`src/rtl/counter_pkg.sv`:
```
// Shared constants for the up/down counter family: direction/mode encodings
// and the prescaler default for 50 MHz boards.
package counter_pkg;

    localparam logic DIR_UP    = 1'b1;
    localparam logic DIR_DOWN  = 1'b0;
    localparam logic MODE_WRAP = 1'b0;
    localparam logic MODE_SAT  = 1'b1;

    localparam int unsigned DEF_DIV_BITS = 24;

endpackage : counter_pkg

```
`src/rtl/synch_updown_counter_if.sv`:
```
// Control/status bundle of synch_updown_counter; master drives controls,
// slave (the counter) returns count, tick and tc.
interface synch_updown_counter_if #(
    parameter int unsigned WIDTH = 4
);
    logic             en;
    logic             dir;
    logic             sat;
    logic             load;
    logic [WIDTH-1:0] load_val;
    logic [WIDTH-1:0] count;
    logic             tick;
    logic             tc;

    modport master (
        output en, dir, sat, load, load_val,
        input  count, tick, tc
    );

    modport slave (
        input  en, dir, sat, load, load_val,
        output count, tick, tc
    );
endinterface : synch_updown_counter_if

```
`src/rtl/synch_updown_counter_tick_gen.sv`:
```
// Clock-enable prescaler: one tick every 2^DIV_BITS enabled clocks,
// freezing while en is low and restarting on clr.
module tick_gen #(
    parameter int unsigned DIV_BITS = counter_pkg::DEF_DIV_BITS
) (
    input  logic clk,
    input  logic reset,
    input  logic en,
    input  logic clr,
    output logic tick
);

    generate
        if (DIV_BITS == 0) begin : g_nodiv
            // No divider register: every enabled cycle is a step.
            logic unused_presc;
            assign unused_presc = clk ^ clr;
            assign tick         = en & reset;
        end else begin : g_div
            localparam logic [DIV_BITS-1:0] PRESC_MAX = '1;

            logic [DIV_BITS-1:0] presc_q;

            always_ff @(posedge clk or negedge reset) begin
                if (!reset) begin
                    presc_q <= '0;
                end else if (clr) begin
                    presc_q <= '0;
                end else if (en) begin
                    presc_q <= presc_q + DIV_BITS'(1);
                end
            end

            assign tick = en & reset & (presc_q == PRESC_MAX);
        end
    endgenerate

endmodule : tick_gen

```
`src/rtl/synch_updown_counter.sv`:
```
// Up/down counter over 0..MODULUS-1 with wrap or saturate, synchronous
// clamped load, terminal-count pulse and an integrated step prescaler.
module synch_updown_counter
    import counter_pkg::*;
#(
    parameter int unsigned WIDTH    = 4,
    parameter int unsigned MODULUS  = 16,
    parameter int unsigned DIV_BITS = DEF_DIV_BITS
) (
    input  logic                  clk,
    input  logic                  reset,
    synch_updown_counter_if.slave bus
);

    localparam logic [WIDTH-1:0] CNT_MAX = WIDTH'(MODULUS - 1);

    generate
        if (MODULUS < 2 || 64'(MODULUS) > (64'(1) << WIDTH)) begin : g_bad_modulus
            $error("synch_updown_counter: MODULUS must satisfy 2 <= MODULUS <= 2**WIDTH");
        end
    endgenerate

    logic             tick_w;
    logic             at_term;
    logic [WIDTH-1:0] count_q;
    logic [WIDTH-1:0] count_d;
    logic             tc_q;
    logic             tc_d;

    tick_gen #(
        .DIV_BITS (DIV_BITS)
    ) u_tick_gen (
        .clk   (clk),
        .reset (reset),
        .en    (bus.en),
        .clr   (bus.load),
        .tick  (tick_w)
    );

    // Next count: load beats step beats hold; range ends compared explicitly.
    always_comb begin
        count_d = count_q;
        tc_d    = 1'b0;
        at_term = (bus.dir == DIR_UP) ? (count_q == CNT_MAX) : (count_q == '0);

        if (bus.load) begin
            count_d = (bus.load_val > CNT_MAX) ? CNT_MAX : bus.load_val;
        end else if (tick_w) begin
            tc_d = at_term;
            if (bus.dir == DIR_UP) begin
                if (at_term) begin
                    count_d = (bus.sat == MODE_SAT) ? count_q : '0;
                end else begin
                    count_d = count_q + WIDTH'(1);
                end
            end else begin
                if (at_term) begin
                    count_d = (bus.sat == MODE_SAT) ? count_q : CNT_MAX;
                end else begin
                    count_d = count_q - WIDTH'(1);
                end
            end
        end
    end

    always_ff @(posedge clk or negedge reset) begin
        if (!reset) begin
            count_q <= '0;
            tc_q    <= 1'b0;
        end else begin
            count_q <= count_d;
            tc_q    <= tc_d;
        end
    end

    assign bus.count = count_q;
    assign bus.tc    = tc_q;
    assign bus.tick  = tick_w;

endmodule : synch_updown_counter

```
`src/flat_wrapper.sv`:
```
// flat-port wrapper written by rule: the top's interface ports become plain ports
module synch_updown_counter_flat import counter_pkg::*;
#(
    parameter int unsigned WIDTH    = 4,
    parameter int unsigned MODULUS  = 16,
    parameter int unsigned DIV_BITS = DEF_DIV_BITS
)
  (clk, reset, bus_en, bus_dir, bus_sat, bus_load, bus_load_val, bus_count, bus_tick, bus_tc);
  synch_updown_counter_if #(.WIDTH(WIDTH)) bus_i ();
  input  logic clk;
  input  logic reset;
  input wire logic [$bits(bus_i.en)-1:0] bus_en;
  input wire logic [$bits(bus_i.dir)-1:0] bus_dir;
  input wire logic [$bits(bus_i.sat)-1:0] bus_sat;
  input wire logic [$bits(bus_i.load)-1:0] bus_load;
  input wire logic [$bits(bus_i.load_val)-1:0] bus_load_val;
  output wire logic [$bits(bus_i.count)-1:0] bus_count;
  output wire logic [$bits(bus_i.tick)-1:0] bus_tick;
  output wire logic [$bits(bus_i.tc)-1:0] bus_tc;
  assign bus_i.en = bus_en;
  assign bus_i.dir = bus_dir;
  assign bus_i.sat = bus_sat;
  assign bus_i.load = bus_load;
  assign bus_i.load_val = bus_load_val;
  assign bus_count = bus_i.count;
  assign bus_tick = bus_i.tick;
  assign bus_tc = bus_i.tc;
  synch_updown_counter #(.WIDTH(WIDTH), .MODULUS(MODULUS), .DIV_BITS(DIV_BITS)) u_core (.clk(clk), .reset(reset), .bus(bus_i));
endmodule
```
`config.mk`:
```
export PLATFORM = sky130hd
export DESIGN_NAME = synch_updown_counter_flat
export DESIGN_NICKNAME = d
export VERILOG_FILES = /design/src/rtl/counter_pkg.sv /design/src/rtl/synch_updown_counter_if.sv /design/src/rtl/synch_updown_counter_tick_gen.sv /design/src/rtl/synch_updown_counter.sv /design/src/flat_wrapper.sv
export SDC_FILE = /design/constraint.sdc
export NUM_CORES = 1
export LEC_CHECK = 0
export BUFFER_PORTS_ARGS = -buffer_cell sky130_fd_sc_hd__buf_2
export CAP_MARGIN = 20
export CORE_ASPECT_RATIO = 1.2
export CORE_UTILIZATION = 45
export DETAILED_ROUTE_END_ITERATION = 16
export GPL_ROUTABILITY_DRIVEN = 0
export HOLD_SLACK_MARGIN = 0.03
export SKIP_CTS_REPAIR_TIMING = 1
export SLEW_MARGIN = 10
export SYNTH_ARGS = -nofsm -noshare
export SYNTH_HDL_FRONTEND = slang
export SYNTH_SLANG_ARGS = --single-unit
```
`constraint.sdc`:
```
create_clock -name clk -period 4.1 [get_ports clk]
set_clock_uncertainty 0.2 [all_clocks]
set_input_delay 0.82 -clock clk [delete_from_list [all_inputs] [get_ports clk]]
set_output_delay 0.82 -clock clk [all_outputs]
set_load 0.02 [all_outputs]
```
==> results.toml, run 1 <==
[clock_tree]
numCtsBuffers = 5
clock_path_buffers = 2
clk_pin_slew_ns = 0.06
htree_levels = 2
clock_sinks = 29
cts_root_buf = "clkbuf_8"
cts_tree = "done"
clk_latency_ns = 0.29

[global_routing]
use_met1 = 0.214
gr-total-overflow = 0
grt_usage = 0.210
antenna_found_initial = 0
grtUsageMet2 = 0.388
grt_use_met3 = 0.0632
grt_pass1_wl_mm = 5.98
grt.busiest_layer = "met2"
first_global_vias = 1393
grt_start_max_net_pins = 36

[timing]
setup_ws_ns = 1.08
rsz0062_at_grt = "false"
setup_viol = 0
finalSetupTns_ns = 0
finalMaxSlewViolations = 0
min_period_ns = 3.02
worst_slew_pin_slew_ns = 0.853
clock.fmax_mhz = 332
hold-worst-slack_ns = 0.355
period_share = 0.735
max-slew-margin-rel = 0.431
finalHoldViolations = 0

[floorplanning]
ios = 16
fp.dieArea_sq_um = 3810
initial_core_util = 0.476
die_width_um = 56.5
row_count = 23
fp.dieH_um = 67.4
fp.coreArea_sq_um = 3370

[setup_path]
crit-reg2reg-launch = "u_core.u_tick_gen.g_div.presc_q[4]"
startpoint_type = "register"
cp_top_family = "simple AND/OR/NAND/NOR gates"
r2r_cells = 5
startpoint = "u_core.u_tick_gen.g_div.presc_q[4]"
timing.rr.end = "u_core.bus.count[0]"
r2r_slack_ns = 1.64
cp_slowest_stage_delay_ns = 0.64
path_class = "reg -> out"
worstPathBufferInverterCount = 1
slowest_stage = "nor4_1"
critPathRequiredTime_ns = 3.08
crit_path_end_kind = "output port"
critPathArrivalTime_ns = 2.00
cp_num_cells = 4
crit_path_cell_trace = "nand3_1 > nor4_1 > and2_1 > buf_2"
cp_max_fo = 8

[route]
wl_mm = 3.28
dr_total_vias = 1271
drc = 0
vias_per_cell = 5.62
first_iter_violations = 105
ant_nets = 0
wl_per_cell_um = 14.5
drt_first_pass_iters = 4

[synthesis]
ys_ff_latch = 29
synth_area_leader_cell = "dfrtp_1"
synthTopCellsByCount = "dfrtp_1, nor2_1, xnor2_1"
ys_seq_area_frac = 0.452
syn-num-nets = 185
syn_inst = 172
yosysWarnings = 0
synth_edf_count = 0
syn_area_sq_um = 1600
synth_cell_types = 33
synth_top_cell_area_share = 0.452
synth_area_per_cell_sq_um = 9.33
synth-async-reset-ratio = 1.00
yosys.cell_count.top_type = "dfrtp_1"
ys.flop_type = "dfrtp_1"
synth_area_leaders = "dfrtp_1, xnor2_1, nor2_1"

[final_layout]
area_growth_pct = 12.2
num_antenna_cells = 0
postLayoutCellArea_sq_um = 1800
final_cells = 226
final_net_count = 201
final_util = 0.535
drive_gt1_frac = 0.164

[hold_path]
hp-class = "reg -> reg"
min-delay-start = "u_core.u_tick_gen.g_div.presc_q[6]"
holdPathStages = 2
whs_endpoint = "u_core.u_tick_gen.g_div.presc_q[6]"

[pwr]
power.density_nw_per_um2 = 343
power.total_mw = 0.617
p_leak_nw = 0.778
peakVddDrop_v = 0.000262

[placement]
pre_cts_ws_ns = 1.26
port_buffers = 15
dp_hpwl_mm = 2.29
place_area_sq_um = 1700
dp.cells = 218

[status]
outcome = "completed"

[flow_run]
maxCapViolCount = 0
## worst register-to-register path, stage by stage, from the launching register on
cell and delay (ns):
dfrtp_1 0.40, nand3_1 0.26, nor4_1 0.64, nand4_1 0.40, mux2_2 0.38, o21ai_2 0.10
## worst max-delay path by stage
stage                                                     end  slack [ns]
after floorplan                                      bus_tick        1.38
final                                                bus_tick        1.08
after global routing                                 bus_tick        0.89
after CTS                                            bus_tick        1.11
after detailed placement  u_core.u_tick_gen.g_div.presc_q[10]        1.26
after global placement    u_core.u_tick_gen.g_div.presc_q[14]        1.29
## routing by layer
layer  share of wire  routed length [um]
met3           0.047                 155
met2            0.52                1690
met1            0.41                1360
met5               0                   0
met4           0.022                  72
## layout by cell type, fill, tap and decap left out, types with 3 or more instances in the layout
cell and instances:
nand4_1 7, inv_1 6, o21ai_0 8, nand2_1 12
dfrtp_1 29, or3_1 3, nor4_1 5, clkbuf_8 7
nor2_1 28, ha_1 3, nand3_1 8, buf_2 15
a21oi_1 3, mux2i_1 3, xnor2_1 15, nor3_1 8
xor2_1 8
## power by group
part	switching [mW]	leakage [nW]	internal [mW]	total (mW)
combinational	0.0330	0.327	0.0212	0.0542
clock	0.110	0.0542	0.151	0.262
sequential	0.00961	0.397	0.292	0.301
total	0.153	0.778	0.464	0.617
## state kept, by name, indices dropped and copies added, names as in the netlist
register / count
u_core.bus.count: 4
u_core.bus.tc: 1
u_core.u_tick_gen.g_div.presc_q: 24
## logic make-up after synthesis
group           synth area share
xor+xnor                   0.126
buf+inv                   0.0351
compound gates            0.0632
mux                       0.0328
fa+ha+maj                 0.0234
simple gates               0.268
flops                      0.452
## final cells by class
type | count | area [sq um]
fill | 327 | 1570
multi-input combinational | 130 | 822
sequential | 29 | 726
clock buffer | 7 | 96.3
timing repair buffer | 16 | 82.6
tap | 37 | 46.3
inverter | 6 | 22.5
clock inverter | 1 | 5.00
Note: power is estimated with default switching activity, not from simulation.
==> run 2: changes to the inputs <==
--- a/config.mk
+++ b/config.mk
@@ -12,6 +12,7 @@
 export DETAILED_ROUTE_END_ITERATION = 16
 export GPL_ROUTABILITY_DRIVEN = 0
 export HOLD_SLACK_MARGIN = 0.03
+export PLACE_DENSITY = 0.66
 export SKIP_CTS_REPAIR_TIMING = 1
 export SLEW_MARGIN = 10
 export SYNTH_ARGS = -nofsm -noshare
==> constraint.sdc (replaced) <==
create_clock -name clk -period 2.5 [get_ports clk]
set_clock_uncertainty 0.2 [all_clocks]
set_input_delay 0.5 -clock clk [delete_from_list [all_inputs] [get_ports clk]]
set_output_delay 0.5 -clock clk [all_outputs]
set_load 0.02 [all_outputs]
==> run 2 against run 1 <==
Net effect:
- via count is 2.3% higher
- combinational power is 71% higher
- sequential cell count stayed put
- core utilization is 1.1 points higher
- sequential share of layout area is 0.80 points lower
- hold slack worse by 0.30 ns
- register-to-register slack worse by 1.5 ns
- power is 54% higher
- critical path depth is 1 higher
- die area stayed put
- critical endpoint unchanged
- highest routed layer unchanged
==> results.toml, run 2 (synthesis results as in run 1) <==
[final_layout]
area_growth_pct = 14.5
final_net_count = 206
num_antenna_cells = 0
layout_commonest_cell = "dfrtp_1"
postLayoutCellArea_sq_um = 1840
drive_gt1_frac = 0.196
regMostFlops = "u_core.u_tick_gen.g_div.presc_q"
largest_reg_flops = 24
layout_common_cells = "dfrtp_1, nor2_1, xnor2_1, buf_2, nand2_1"
final_cells = 231

[flow_run]
maxCapViolCount = 0

[clock_tree]
clock_path_buffers = 2
cts_tree = "done"
htree_levels = 2
clk_pin_slew_ns = 0.06
numCtsBuffers = 5
clk_latency_ns = 0.28
cts_root_buf = "clkbuf_8"
clock_sinks = 29

[timing]
worst_slew_pin_slew_ns = 0.569
period_share = 0.939
min_period_ns = 2.35
setup_viol = 0
max-slew-margin-rel = 0.617
finalMaxSlewViolations = 0
finalHoldViolations = 0
rsz0062_at_grt = "false"
finalSetupTns_ns = 0
clock.fmax_mhz = 426
hold-worst-slack_ns = 0.0516

[pwr]
power.density_nw_per_um2 = 516
peakVddDrop_v = 0.000441
power_frac_comb = 0.098
p_leak_nw = 0.793
p_switching_mw = 0.240
p_sw_frac = 0.253
internal_power_mw = 0.708
seqPwrFrac = 0.520
clkPwrFrac = 0.382

[route]
wl_mm = 3.39
wl_per_cell_um = 14.7
drt_first_pass_iters = 4
first_iter_violations = 105
dr_total_vias = 1300
vias_per_cell = 5.63
drc = 0
ant_nets = 0

[global_routing]
grt_usage = 0.196
grt_pass1_wl_mm = 5.59
grtUsageMet2 = 0.334
gr-total-overflow = 0
grt.busiest_layer = "met2"
first_global_vias = 1256
grt_use_met3 = 0.0517
antenna_found_initial = 0
grt_start_max_net_pins = 30
use_met1 = 0.223

[floorplanning]
initial_core_util = 0.476
fp.dieH_um = 67.4
fp.dieArea_sq_um = 3810
die_width_um = 56.5
ios = 16
row_count = 23
fp.coreArea_sq_um = 3370

[setup_path]
startpoint_type = "register"
cp_max_fo = 5
critPathRequiredTime_ns = 1.80
critPathArrivalTime_ns = 1.65
crit_path_end_kind = "output port"
r2r_cells = 7
path_class = "reg -> out"

[placement]
port_buffers = 15
dp.cells = 223
place_area_sq_um = 1740
dp_hpwl_mm = 2.37

[hold_path]
hp-class = "in -> async"

[status]
outcome = "completed"
run 2: final cells by class:
| class | count | area (sq um) |
|---|---|---|
| clock inverters | 2 | 10.0 |
| repair buffers | 21 | 120 |
| flip-flops and latches | 29 | 726 |
| inverters | 6 | 22.5 |
| fillers | 323 | 1530 |
| well taps | 37 | 46.3 |
| multi-input cells | 130 | 840 |
| clock buffers | 6 | 72.6 |
run 2: worst paths after layout:
path,slack [ns],end,from
max,0.15,bus_tick,u_core.u_tick_gen.g_div.presc_q[7]
min,0.05,u_core.bus.count[2],reset
max reg2reg,0.19,u_core.bus.count[0],u_core.bus.count[0]
min reg2reg,0.34,u_core.u_tick_gen.g_div.presc_q[23],u_core.u_tick_gen.g_div.presc_q[23]
max in group asynchronous,1.76,u_core.u_tick_gen.g_div.presc_q[2],reset
min in group clk,0.23,u_core.bus.count[1],bus_load_val[1]
run 2: worst max-delay path: stages, from the launching register on:
cell     delay (ns)
dfrtp_1        0.44
nand4_2        0.21
nor4_2         0.27
buf_4          0.16
and2_1         0.12
buf_2          0.16
run 2: power groups by stage:
stage          Combinational (mW)  Clock, mW  Sequential (mW)
6_report                   0.0926      0.362            0.493
2_1_floorplan              0.0502          0            0.506
5_1_grt                     0.104      0.388            0.495
3_3_place_gp               0.0887          0            0.500
4_1_cts                    0.0934      0.376            0.493
3_5_place_dp               0.0932          0            0.502
run 2: per-layer routing:
layer | wire [um] | vias to the layer above
li1 | - | 639
met1 | 1450 | 626
met2 | 1750 | 27
met3 | 125 | 8
met4 | 66 | 0
met5 | 0 | -
run 2: per-stage QoR:
step / util / power (mW) / worst slack, ns
6_report: 0.546 / 0.948 / 0.154
2_1_floorplan: - / 0.556 / 0.323
5_1_grt: 0.546 / 0.987 / 0.000390
4_1_cts: 0.540 / 0.962 / 0.0855
3_3_place_gp: 0.516 / 0.589 / 0.339
3_5_place_dp: 0.516 / 0.595 / 0.221
